`config.mk`:
```
export PLATFORM = sky130hd
export DESIGN_NAME = multi_alarm_clock
export DESIGN_NICKNAME = d
export VERILOG_FILES = /design/src/rtl/clock_pkg.sv /design/src/rtl/alarm_channel.sv /design/src/rtl/multi_alarm_clock.sv
export SDC_FILE = /design/constraint.sdc
export NUM_CORES = 1
export LEC_CHECK = 0
export CORE_MARGIN = 2
export CORE_UTILIZATION = 35
export CTS_BUF_LIST = sky130_fd_sc_hd__clkbuf_4 sky130_fd_sc_hd__clkbuf_8
export DETAILED_ROUTE_END_ITERATION = 8
export PLACE_DENSITY = 0.56
export SKIP_CTS_REPAIR_TIMING = 1
export SLEW_MARGIN = 10
export SYNTH_ARGS = -nofsm -noshare
export SYNTH_HDL_FRONTEND = slang
export SYNTH_SLANG_ARGS = --single-unit
```
`constraint.sdc`:
```
create_clock -name clock -period 3.9 [get_ports clock]
set_input_delay 1.17 -clock clock [delete_from_list [all_inputs] [get_ports clock]]
set_output_delay 1.17 -clock clock [all_outputs]
set_load 0.005 [all_outputs]
```
`src/rtl/clock_pkg.sv`:
```
// ---------------------------------------------------------------------------
// clock_pkg
//  Shared definitions for the multi-alarm time-of-day clock: default widths
//  and moduli, the counter type and the per-channel alarm state encoding.
// ---------------------------------------------------------------------------
package clock_pkg;

    localparam int DEF_CNT_W       = 17;
    localparam int DEF_DAY_SECONDS = 86400;
    localparam int DEF_SNOOZE_SEC  = 540;

    typedef logic [DEF_CNT_W-1:0] counter_t;

    typedef enum logic [1:0] {
        IDLE    = 2'd0,
        ARMED   = 2'd1,
        RINGING = 2'd2,
        SNOOZED = 2'd3
    } alarm_st_e;

endpackage

```
`src/rtl/alarm_channel.sv`:
```
// ---------------------------------------------------------------------------
// alarm_channel
//  One alarm channel: state machine, setpoint and snooze deadline.
//  Ports:
//   clock, reset_n      system clock, async active-low reset
//   wr, wr_time, wr_en  decoded write strobe, setpoint and enable
//   ack, snooze         broadcast dismiss / snooze pulses
//   tick, counter       registered second tick and the counter value it produced
//   ring                registered: 1 while RINGING
//   ring_nxt            next-cycle value of ring (lets the top register OR)
// ---------------------------------------------------------------------------
module alarm_channel
    import clock_pkg::*;
#(
    parameter int CNT_W       = DEF_CNT_W,
    parameter int DAY_SECONDS = DEF_DAY_SECONDS,
    parameter int SNOOZE_SEC  = DEF_SNOOZE_SEC
) (
    input  logic             clock,
    input  logic             reset_n,
    input  logic             wr,
    input  logic [CNT_W-1:0] wr_time,
    input  logic             wr_en,
    input  logic             ack,
    input  logic             snooze,
    input  logic             tick,
    input  logic [CNT_W-1:0] counter,
    output logic             ring,
    output logic             ring_nxt
);

    localparam logic [CNT_W:0] DAY_EXT    = (CNT_W+1)'(DAY_SECONDS);
    localparam logic [CNT_W:0] SNOOZE_EXT = (CNT_W+1)'(SNOOZE_SEC);

    alarm_st_e        state_r, state_nxt_s;
    logic [CNT_W-1:0] setpoint_r, setpoint_nxt_s;
    logic [CNT_W-1:0] deadline_r, deadline_nxt_s;
    logic [CNT_W-1:0] target_s, snz_dl_s;
    logic [CNT_W:0]   sum_s;
    logic             match_s;
    logic             ring_r;

    // Next-state, setpoint and deadline selection with wr > ack > snooze > match
    always_comb begin
        state_nxt_s    = state_r;
        setpoint_nxt_s = setpoint_r;
        deadline_nxt_s = deadline_r;
        target_s       = (state_r == SNOOZED) ? deadline_r : setpoint_r;
        match_s        = tick && (counter == target_s);
        // one extra bit so counter+SNOOZE_SEC cannot overflow before the wrap
        sum_s          = {1'b0, counter} + SNOOZE_EXT;
        if (sum_s >= DAY_EXT) begin
            snz_dl_s = CNT_W'(sum_s - DAY_EXT);
        end else begin
            snz_dl_s = sum_s[CNT_W-1:0];
        end

        if (wr) begin
            setpoint_nxt_s = wr_time;
            state_nxt_s    = wr_en ? ARMED : IDLE;
        end else if (ack) begin
            if ((state_r == RINGING) || (state_r == SNOOZED)) begin
                state_nxt_s = ARMED;
            end else begin
                state_nxt_s = state_r;
            end
        end else if (snooze) begin
            if (state_r == RINGING) begin
                state_nxt_s    = SNOOZED;
                deadline_nxt_s = snz_dl_s;
            end else begin
                state_nxt_s = state_r;
            end
        end else if (match_s) begin
            if ((state_r == ARMED) || (state_r == SNOOZED)) begin
                state_nxt_s = RINGING;
            end else begin
                state_nxt_s = state_r;
            end
        end else begin
            state_nxt_s = state_r;
        end
    end

    assign ring_nxt = (state_nxt_s == RINGING);

    // Channel registers; ring is registered alongside the state
    always_ff @(posedge clock or negedge reset_n) begin
        if (!reset_n) begin
            state_r    <= IDLE;
            setpoint_r <= '0;
            deadline_r <= '0;
            ring_r     <= 1'b0;
        end else begin
            state_r    <= state_nxt_s;
            setpoint_r <= setpoint_nxt_s;
            deadline_r <= deadline_nxt_s;
            ring_r     <= ring_nxt;
        end
    end

    assign ring = ring_r;

endmodule

```
`src/rtl/multi_alarm_clock.sv`:
```
// ---------------------------------------------------------------------------
// multi_alarm_clock
//  Time-of-day seconds counter with 1 Hz prescaler and NUM_ALARMS alarm
//  channels (enable, ack, snooze).
//  Ports:
//   clock, reset_n                       system clock, async active-low reset
//   set_flag, set_time                   hold/load counter (ignored if >= day)
//   alarm_wr, alarm_idx, alarm_time,
//   alarm_en                             channel write (idx out of range dropped)
//   ack, snooze                          act on all RINGING channels
//   counter_state                        current second of day
//   sec_tick                             pulse coincident with counter advance
//   alarm_state, alarm_any               per-channel ringing flags and their OR
// ---------------------------------------------------------------------------
module multi_alarm_clock
    import clock_pkg::*;
#(
    parameter int CLK_PER_SEC = 2,
    parameter int DAY_SECONDS = DEF_DAY_SECONDS,
    parameter int NUM_ALARMS  = 4,
    parameter int SNOOZE_SEC  = DEF_SNOOZE_SEC,
    parameter int CNT_W       = DEF_CNT_W,
    parameter int IDX_W       = 2
) (
    input  logic                  clock,
    input  logic                  reset_n,
    input  logic                  set_flag,
    input  logic [CNT_W-1:0]      set_time,
    input  logic                  alarm_wr,
    input  logic [IDX_W-1:0]      alarm_idx,
    input  logic [CNT_W-1:0]      alarm_time,
    input  logic                  alarm_en,
    input  logic                  ack,
    input  logic                  snooze,
    output logic [CNT_W-1:0]      counter_state,
    output logic                  sec_tick,
    output logic [NUM_ALARMS-1:0] alarm_state,
    output logic                  alarm_any
);

    localparam int               PRE_W   = (CLK_PER_SEC > 1) ? $clog2(CLK_PER_SEC) : 1;
    localparam logic [PRE_W-1:0] PRE_MAX = PRE_W'(CLK_PER_SEC - 1);
    localparam logic [CNT_W-1:0] DAY_MAX = CNT_W'(DAY_SECONDS - 1);
    localparam logic [CNT_W:0]   DAY_EXT = (CNT_W+1)'(DAY_SECONDS);

    logic [PRE_W-1:0]      presc_r;
    logic [CNT_W-1:0]      counter_r;
    logic                  sec_tick_r;
    logic                  alarm_any_r;
    logic                  tick_s;
    logic [NUM_ALARMS-1:0] wr_vec_s;
    logic [NUM_ALARMS-1:0] ring_nxt_s;

    // Advance request: prescaler at its top value and not being set
    always_comb begin
        if (set_flag) begin
            tick_s = 1'b0;
        end else begin
            tick_s = (presc_r == PRE_MAX);
        end
    end

    // Write decode; an index with no matching channel selects nothing
    always_comb begin
        wr_vec_s = '0;
        for (int i = 0; i < NUM_ALARMS; i++) begin
            wr_vec_s[i] = alarm_wr && (alarm_idx == IDX_W'(i));
        end
    end

    // Prescaler, seconds counter and registered tick
    always_ff @(posedge clock or negedge reset_n) begin
        if (!reset_n) begin
            presc_r    <= '0;
            counter_r  <= '0;
            sec_tick_r <= 1'b0;
        end else if (set_flag) begin
            presc_r    <= '0;
            sec_tick_r <= 1'b0;
            if ({1'b0, set_time} < DAY_EXT) begin
                counter_r <= set_time;
            end else begin
                counter_r <= counter_r;
            end
        end else if (tick_s) begin
            presc_r    <= '0;
            sec_tick_r <= 1'b1;
            counter_r  <= (counter_r == DAY_MAX) ? '0 : counter_r + CNT_W'(1);
        end else begin
            presc_r    <= presc_r + PRE_W'(1);
            sec_tick_r <= 1'b0;
        end
    end

    // Registered OR of all ringing flags, aligned with alarm_state
    always_ff @(posedge clock or negedge reset_n) begin
        if (!reset_n) begin
            alarm_any_r <= 1'b0;
        end else begin
            alarm_any_r <= |ring_nxt_s;
        end
    end

    // Channels see the registered tick and the value it produced, so a ring
    // appears one clock after the counter reaches the target and set-loads
    // (which never raise sec_tick) cannot match.
    for (genvar g = 0; g < NUM_ALARMS; g++) begin : g_ch
        alarm_channel #(
            .CNT_W       (CNT_W),
            .DAY_SECONDS (DAY_SECONDS),
            .SNOOZE_SEC  (SNOOZE_SEC)
        ) u_ch (
            .clock    (clock),
            .reset_n  (reset_n),
            .wr       (wr_vec_s[g]),
            .wr_time  (alarm_time),
            .wr_en    (alarm_en),
            .ack      (ack),
            .snooze   (snooze),
            .tick     (sec_tick_r),
            .counter  (counter_r),
            .ring     (alarm_state[g]),
            .ring_nxt (ring_nxt_s[g])
        );
    end

    assign counter_state = counter_r;
    assign sec_tick      = sec_tick_r;
    assign alarm_any     = alarm_any_r;

endmodule

```
**Word level (Yosys, flattened, before mapping)**

Index checks and enable logic that the tools add are counted.

- Bits of input ports: 43
- Output and inout bits: 23
- Logic and storage cells: 123
- Register bits: 168

- Reduce and logical (&&, ||, !) cells: 24
- Multiplexer cells: 43
- Order comparisons: 2
- Add/sub/neg operators: 4
- Bitwise operators: 5
- Equality and inequality tests: 25

Operator list:

| cell | count |
|---|---|
| two-way mux 17 bit | 9 |
| equality test 17 bit | 4 |
| two-way mux 2 bit | 28 |
| equality test 2 bit (second input constant) | 14 |
| adder 17 x 10 -> 18 bit (second input constant) | 1 |
| greater-or-equal comparator 18 x 17 -> 1 bit (second input constant) | 1 |
| adder 17 x 1 -> 17 bit (second input constant) | 1 |
| equality test 17 bit (second input constant) | 1 |
| < comparator 17 bit (second input constant) | 1 |
| subtractor 17 bit (second input constant) | 1 |
| AND reduction 4 bit | 4 |
| equality test 2 x 1 -> 1 bit (second input constant) | 5 |
| logical AND 1 bit | 8 |
| logical OR 1 bit | 8 |
| two-way mux 1 bit | 6 |
| NOT 1 bit | 5 |
| OR reduction 4 bit | 1 |
| logical NOT 2 bit | 1 |
| inequality test 2 x 1 -> 1 bit (second input constant) | 1 |
| AND reduction 2 bit | 1 |
| nonzero test 2 bit | 1 |
| adder 1 bit (second input constant) | 1 |

**Depth between registers and ports, before layout**

- Depth after elaboration: 10
- Depth in mapped cells: 12

**Modules after synthesis**

A second synthesis with hierarchy kept.

- Cells, all modules: 1182
- Area, all modules: 11417.2 µm²

By module, submodules not included:

| module | area each (µm²) | instances | cells an instance |
|---|---|---|---|
| alarm_channel at g_ch[0].u_ch ... | 2503.7 | 3 | 260 |
| alarm_channel at g_ch[1].u_ch | 2443.6 | 1 | 242 |
| multi_alarm_clock | 1462.7 | 1 | 160 |

**Worst setup path before layout**

No wires, ideal clock.

- Kind: register -> register
- From: reg counter_r[3], in the netlist counter_state[3]
- To: reg g_ch[0].u_ch.deadline_r[13]
- Stages on the path, launching flop included: 13
- Arrival: 3.006 ns
- Setup time: 0.125 ns
- Required time: 3.775 ns
- Buffers on the path: 3
- Clock period less this slack: 3.130 ns
- Path slack: 0.770 ns
- Path through: dfrtp_1 clkbuf_1 inv_1 ha_1 nor2b_1 buf_6 o21a_1 or3_1 a211o_1 buf_6 a211o_1 and3_1 mux2_2

- Cells in the longest elaborated chain, start to end: 3

RTL lines:

| element | line | text |
|---|---|---|
| from (decl) | multi_alarm_clock.sv:47 | `logic [CNT_W-1:0] counter_r;` |
| from (signal assigned) | multi_alarm_clock.sv:81 | `counter_r <= set_time;` |
| from (signal assigned) | multi_alarm_clock.sv:83 | `counter_r <= counter_r;` |
| from (signal assigned) | multi_alarm_clock.sv:88 | `counter_r <= (counter_r == DAY_MAX) ? '0 : counter_r + CNT_W'(1);` |
| adder 17 x 10 -> 18 bit * | alarm_channel.sv:51 | `sum_s = {1'b0, counter} + SNOOZE_EXT;` |
| subtractor 17 bit or greater-or-equal comparator 18 x 17 -> 1 bit (tied branches) | alarm_channel.sv:53, alarm_channel.sv:52 |  |
| two-way mux 17 bit * | alarm_channel.sv:52 | `if (sum_s >= DAY_EXT) begin` |
| to (signal assigned) | alarm_channel.sv:97 | `deadline_r <= deadline_nxt_s;` |
| to (decl) | alarm_channel.sv:37 | `logic [CNT_W-1:0] deadline_r, deadline_nxt_s;` |

Every way passes the cells marked *; elsewhere a longest branch is shown, timed or not.
A chain may end at the register's enable or synchronous reset.

**Final worst setup path**

- From: reg counter_r[0], in the netlist counter_state[0]
- To: out counter_state[0]

RTL lines:

| element | line | text |
|---|---|---|
| to (decl) | multi_alarm_clock.sv:35 | `output logic [CNT_W-1:0] counter_state,` |

No word-level cell between the ends.

==> flow_summary.toml <==
[run_status]
status = "complete, no violations"

[layout]
drive_above_1_share = 0.113
nFillCells = 2900
final_cell_area_mm2 = 0.0115
syn_to_final_growth_pct = 14.9
antenna_cells = 0
multi_input_area_mm2 = 0.00524
final_cells = 1604
utilization = 0.410
seqCellArea_mm2 = 0.00420
nNetsFinal = 1261

[setup_path]
cp_cell_sequence = "clkdlybuf4s50_1"
cp_max_fo = 13
worstPathArrival_ns = 1.99
worstReg2RegStart = "g_ch[1].u_ch.state_r[0]"
worstSetupPathType = "reg2out"
r2r_slack_ns = 0.76
crit_required_ns = 2.73
cp.buffers_inverters = 1
critPathLaunchType = "register"
ff2ff_path_depth = 7
reg2reg_to = "alarm_any"
cp_top_family = "flip-flops"
end_kind = "primary output"
cp_slowest_cell = "dfrtp_1"
slowest_delay_ns = 0.87

[sta]
rsz0062_at_grt = "false"
period_minus_slack_ns = 3.16
maxClockFrequency_ghz = 0.317
skew_ns = 0.0135
fin_hold_ws_ns = 0.435
slew_violations = 0
setup_violations = 0
hold_viol = 0
tns_ns = 0
maxSlewHeadroom = 0.397
fin_ws_ns = 0.743
tightest_slew_ns = 0.898
fin_crit_sh = 0.809

[route]
vias = 9071
route.detailed.drc = 0
wl_um = 35800
wire_per_inst_um = 22.3
ant_nets = 0
drtIter0Drc = 875
firstDrtPassIters = 5
vias_per_cell = 5.66

[power]
power_switching_mw = 1.98
netSwitchingFraction = 0.394
combPwrFrac = 0.331
p_per_area_mw_per_mm2 = 438
internal_power_mw = 3.04
ir_drop_uv = 224
share_seq_of_total_power = 0.426
fin_total_pwr_mw = 5.02
p_leak_nw = 5.02
clkPwrFrac = 0.244

[place]
dpl.cell_count = 1572
hpwl_um = 26000
dp_slack_ns = 0.582
place.gp.congestion = 0.926
portBuffers = 65
placed_area_mm2 = 0.0111

[yosys]
synth_top_flop_cell = "dfrtp_1"
synth_top_cell_by_area = "dfrtp_1"
synth_cell_types = 83
synth_area_leaders = "dfrtp_1, nand2_1, o21ai_0"
synth_most_common_cell = "nand2_1"
netlist_top_cells_count = "nand2_1, dfrtp_1, o21ai_0"
synth_warnings = 0
ys_ff_latch = 168
ys_seq_area_frac = 0.422
avgSynthCellArea_um2 = 8.52
synth_cells = 1170
synth_edf_count = 0
syn-cell-area_mm2 = 0.00997
synth_top_area_share = 0.422
ys_async_sr_fraction = 1.00
synth_fp_nets = 1218

[clock_network]
cts_tree = "yes"
cts.sinks = 168
clk_transition_reported_paths_ns = 0.10
cts.path.max_buffers = 2
clock-root-buffer = "clkbuf_8"
cts_inserted_buffers = 17
clk_latency_ns = 0.48
cts-htree-levels = 4

[grt]
grt.overflow.total = 0
grt_first_pass_wirelength_um = 55000
track_usage = 0.241
grt_max_degree = 74
antenna_found_initial = 0
grt_pass1_vias = 8803

[worst_hold_path]
hold_path.class = "reg2reg"
min_path_cells = 1
min_to = "presc_r"
hold_path_startpoint = "presc_r"

[flow_run]
max-cap-violations = 0

[floorplan]
die_h_um = 173
rows = 61
dieWidth_um = 173
dieArea_mm2 = 0.0298
start_util = 0.357
core_mm2 = 0.0279
io_pins = 66
[registers in the layout, summed over array words and instances (netlist names)]
register,cells
alarm_any,1
sec_tick,1
counter_state,17
presc_r,1
g_ch.u_ch.deadline_r,68
g_ch.u_ch.ring,4
g_ch.u_ch.setpoint_r,68
g_ch.u_ch.state_r,8
[layout by cell type, fill, tap and decap left out, types with 26 or more instances in the layout]
master / count
buf_4: 45
inv_1: 26
clkdlybuf4s50_1: 64
nor2_1: 31
nand2_1: 285
dfrtp_1: 168
nand3_1: 37
o21ai_0: 82
a21oi_1: 43
xnor2_1: 29
[area by class of cell]
class                           instances  share of cell area
Clock buffer                           20              0.0235
Clock inverter                         12             0.00808
Inverter                               32              0.0105
Multi-Input combinational cell        881               0.458
Sequential cell                       168               0.367
Tap cell                              378              0.0413
Timing Repair Buffer                  113              0.0917
[layer usage]
metal  track usage  routed length, um  vias up
met1         0.336              16000     4430
met4        0.0858               1180        0
met5             0                  0        -
met3        0.0464               2700       72
met2         0.372              15900      376
li1              -                  -     4193
[cell families after synthesis]
kind of cell | synth area share
xor gates and xnor gates | 0.0395
DFF | 0.422
and+or+nand+nor | 0.243
adders and majority gates | 0.00628
AOI/OAI and AO/OA | 0.192
muxes | 0.0448
buffers and inverters | 0.0529
[power by group through the flow]
stage               combinational (mW)  sequential, mW  clock, mW
floorplan                         1.02            2.05          0
global placement                  1.61            2.16          0
detailed placement                1.63            2.16          0
CTS                               1.64            2.13       1.23
global route                      1.79            2.16       1.31
finish                            1.66            2.14       1.22
[worst max-delay path by stage]
stage	depth (start not counted)	end	startpoint	slack, ns
2_1_floorplan	12	g_ch[0].u_ch.deadline_r[13]	counter_state[3]	0.77
3_3_place_gp	7	alarm_any	ack	0.66
3_5_place_dp	7	counter_state[16]	set_flag	0.58
4_1_cts	1	counter_state[0]	counter_state[0]	0.75
5_1_grt	10	g_ch[1].u_ch.deadline_r[15]	counter_state[3]	0.47
6_report	1	counter_state[0]	counter_state[0]	0.74
[worst register-to-register path: stages, from the launching register on]
cell,delay [ns]
dfrtp_1,0.92
nand2_1,0.53
mux2i_1,0.31
xor2_1,0.22
nand4_1,0.23
nor4_1,0.49
o211a_1,0.27
or4_1,0.11
(Power assumes the default switching activity.)
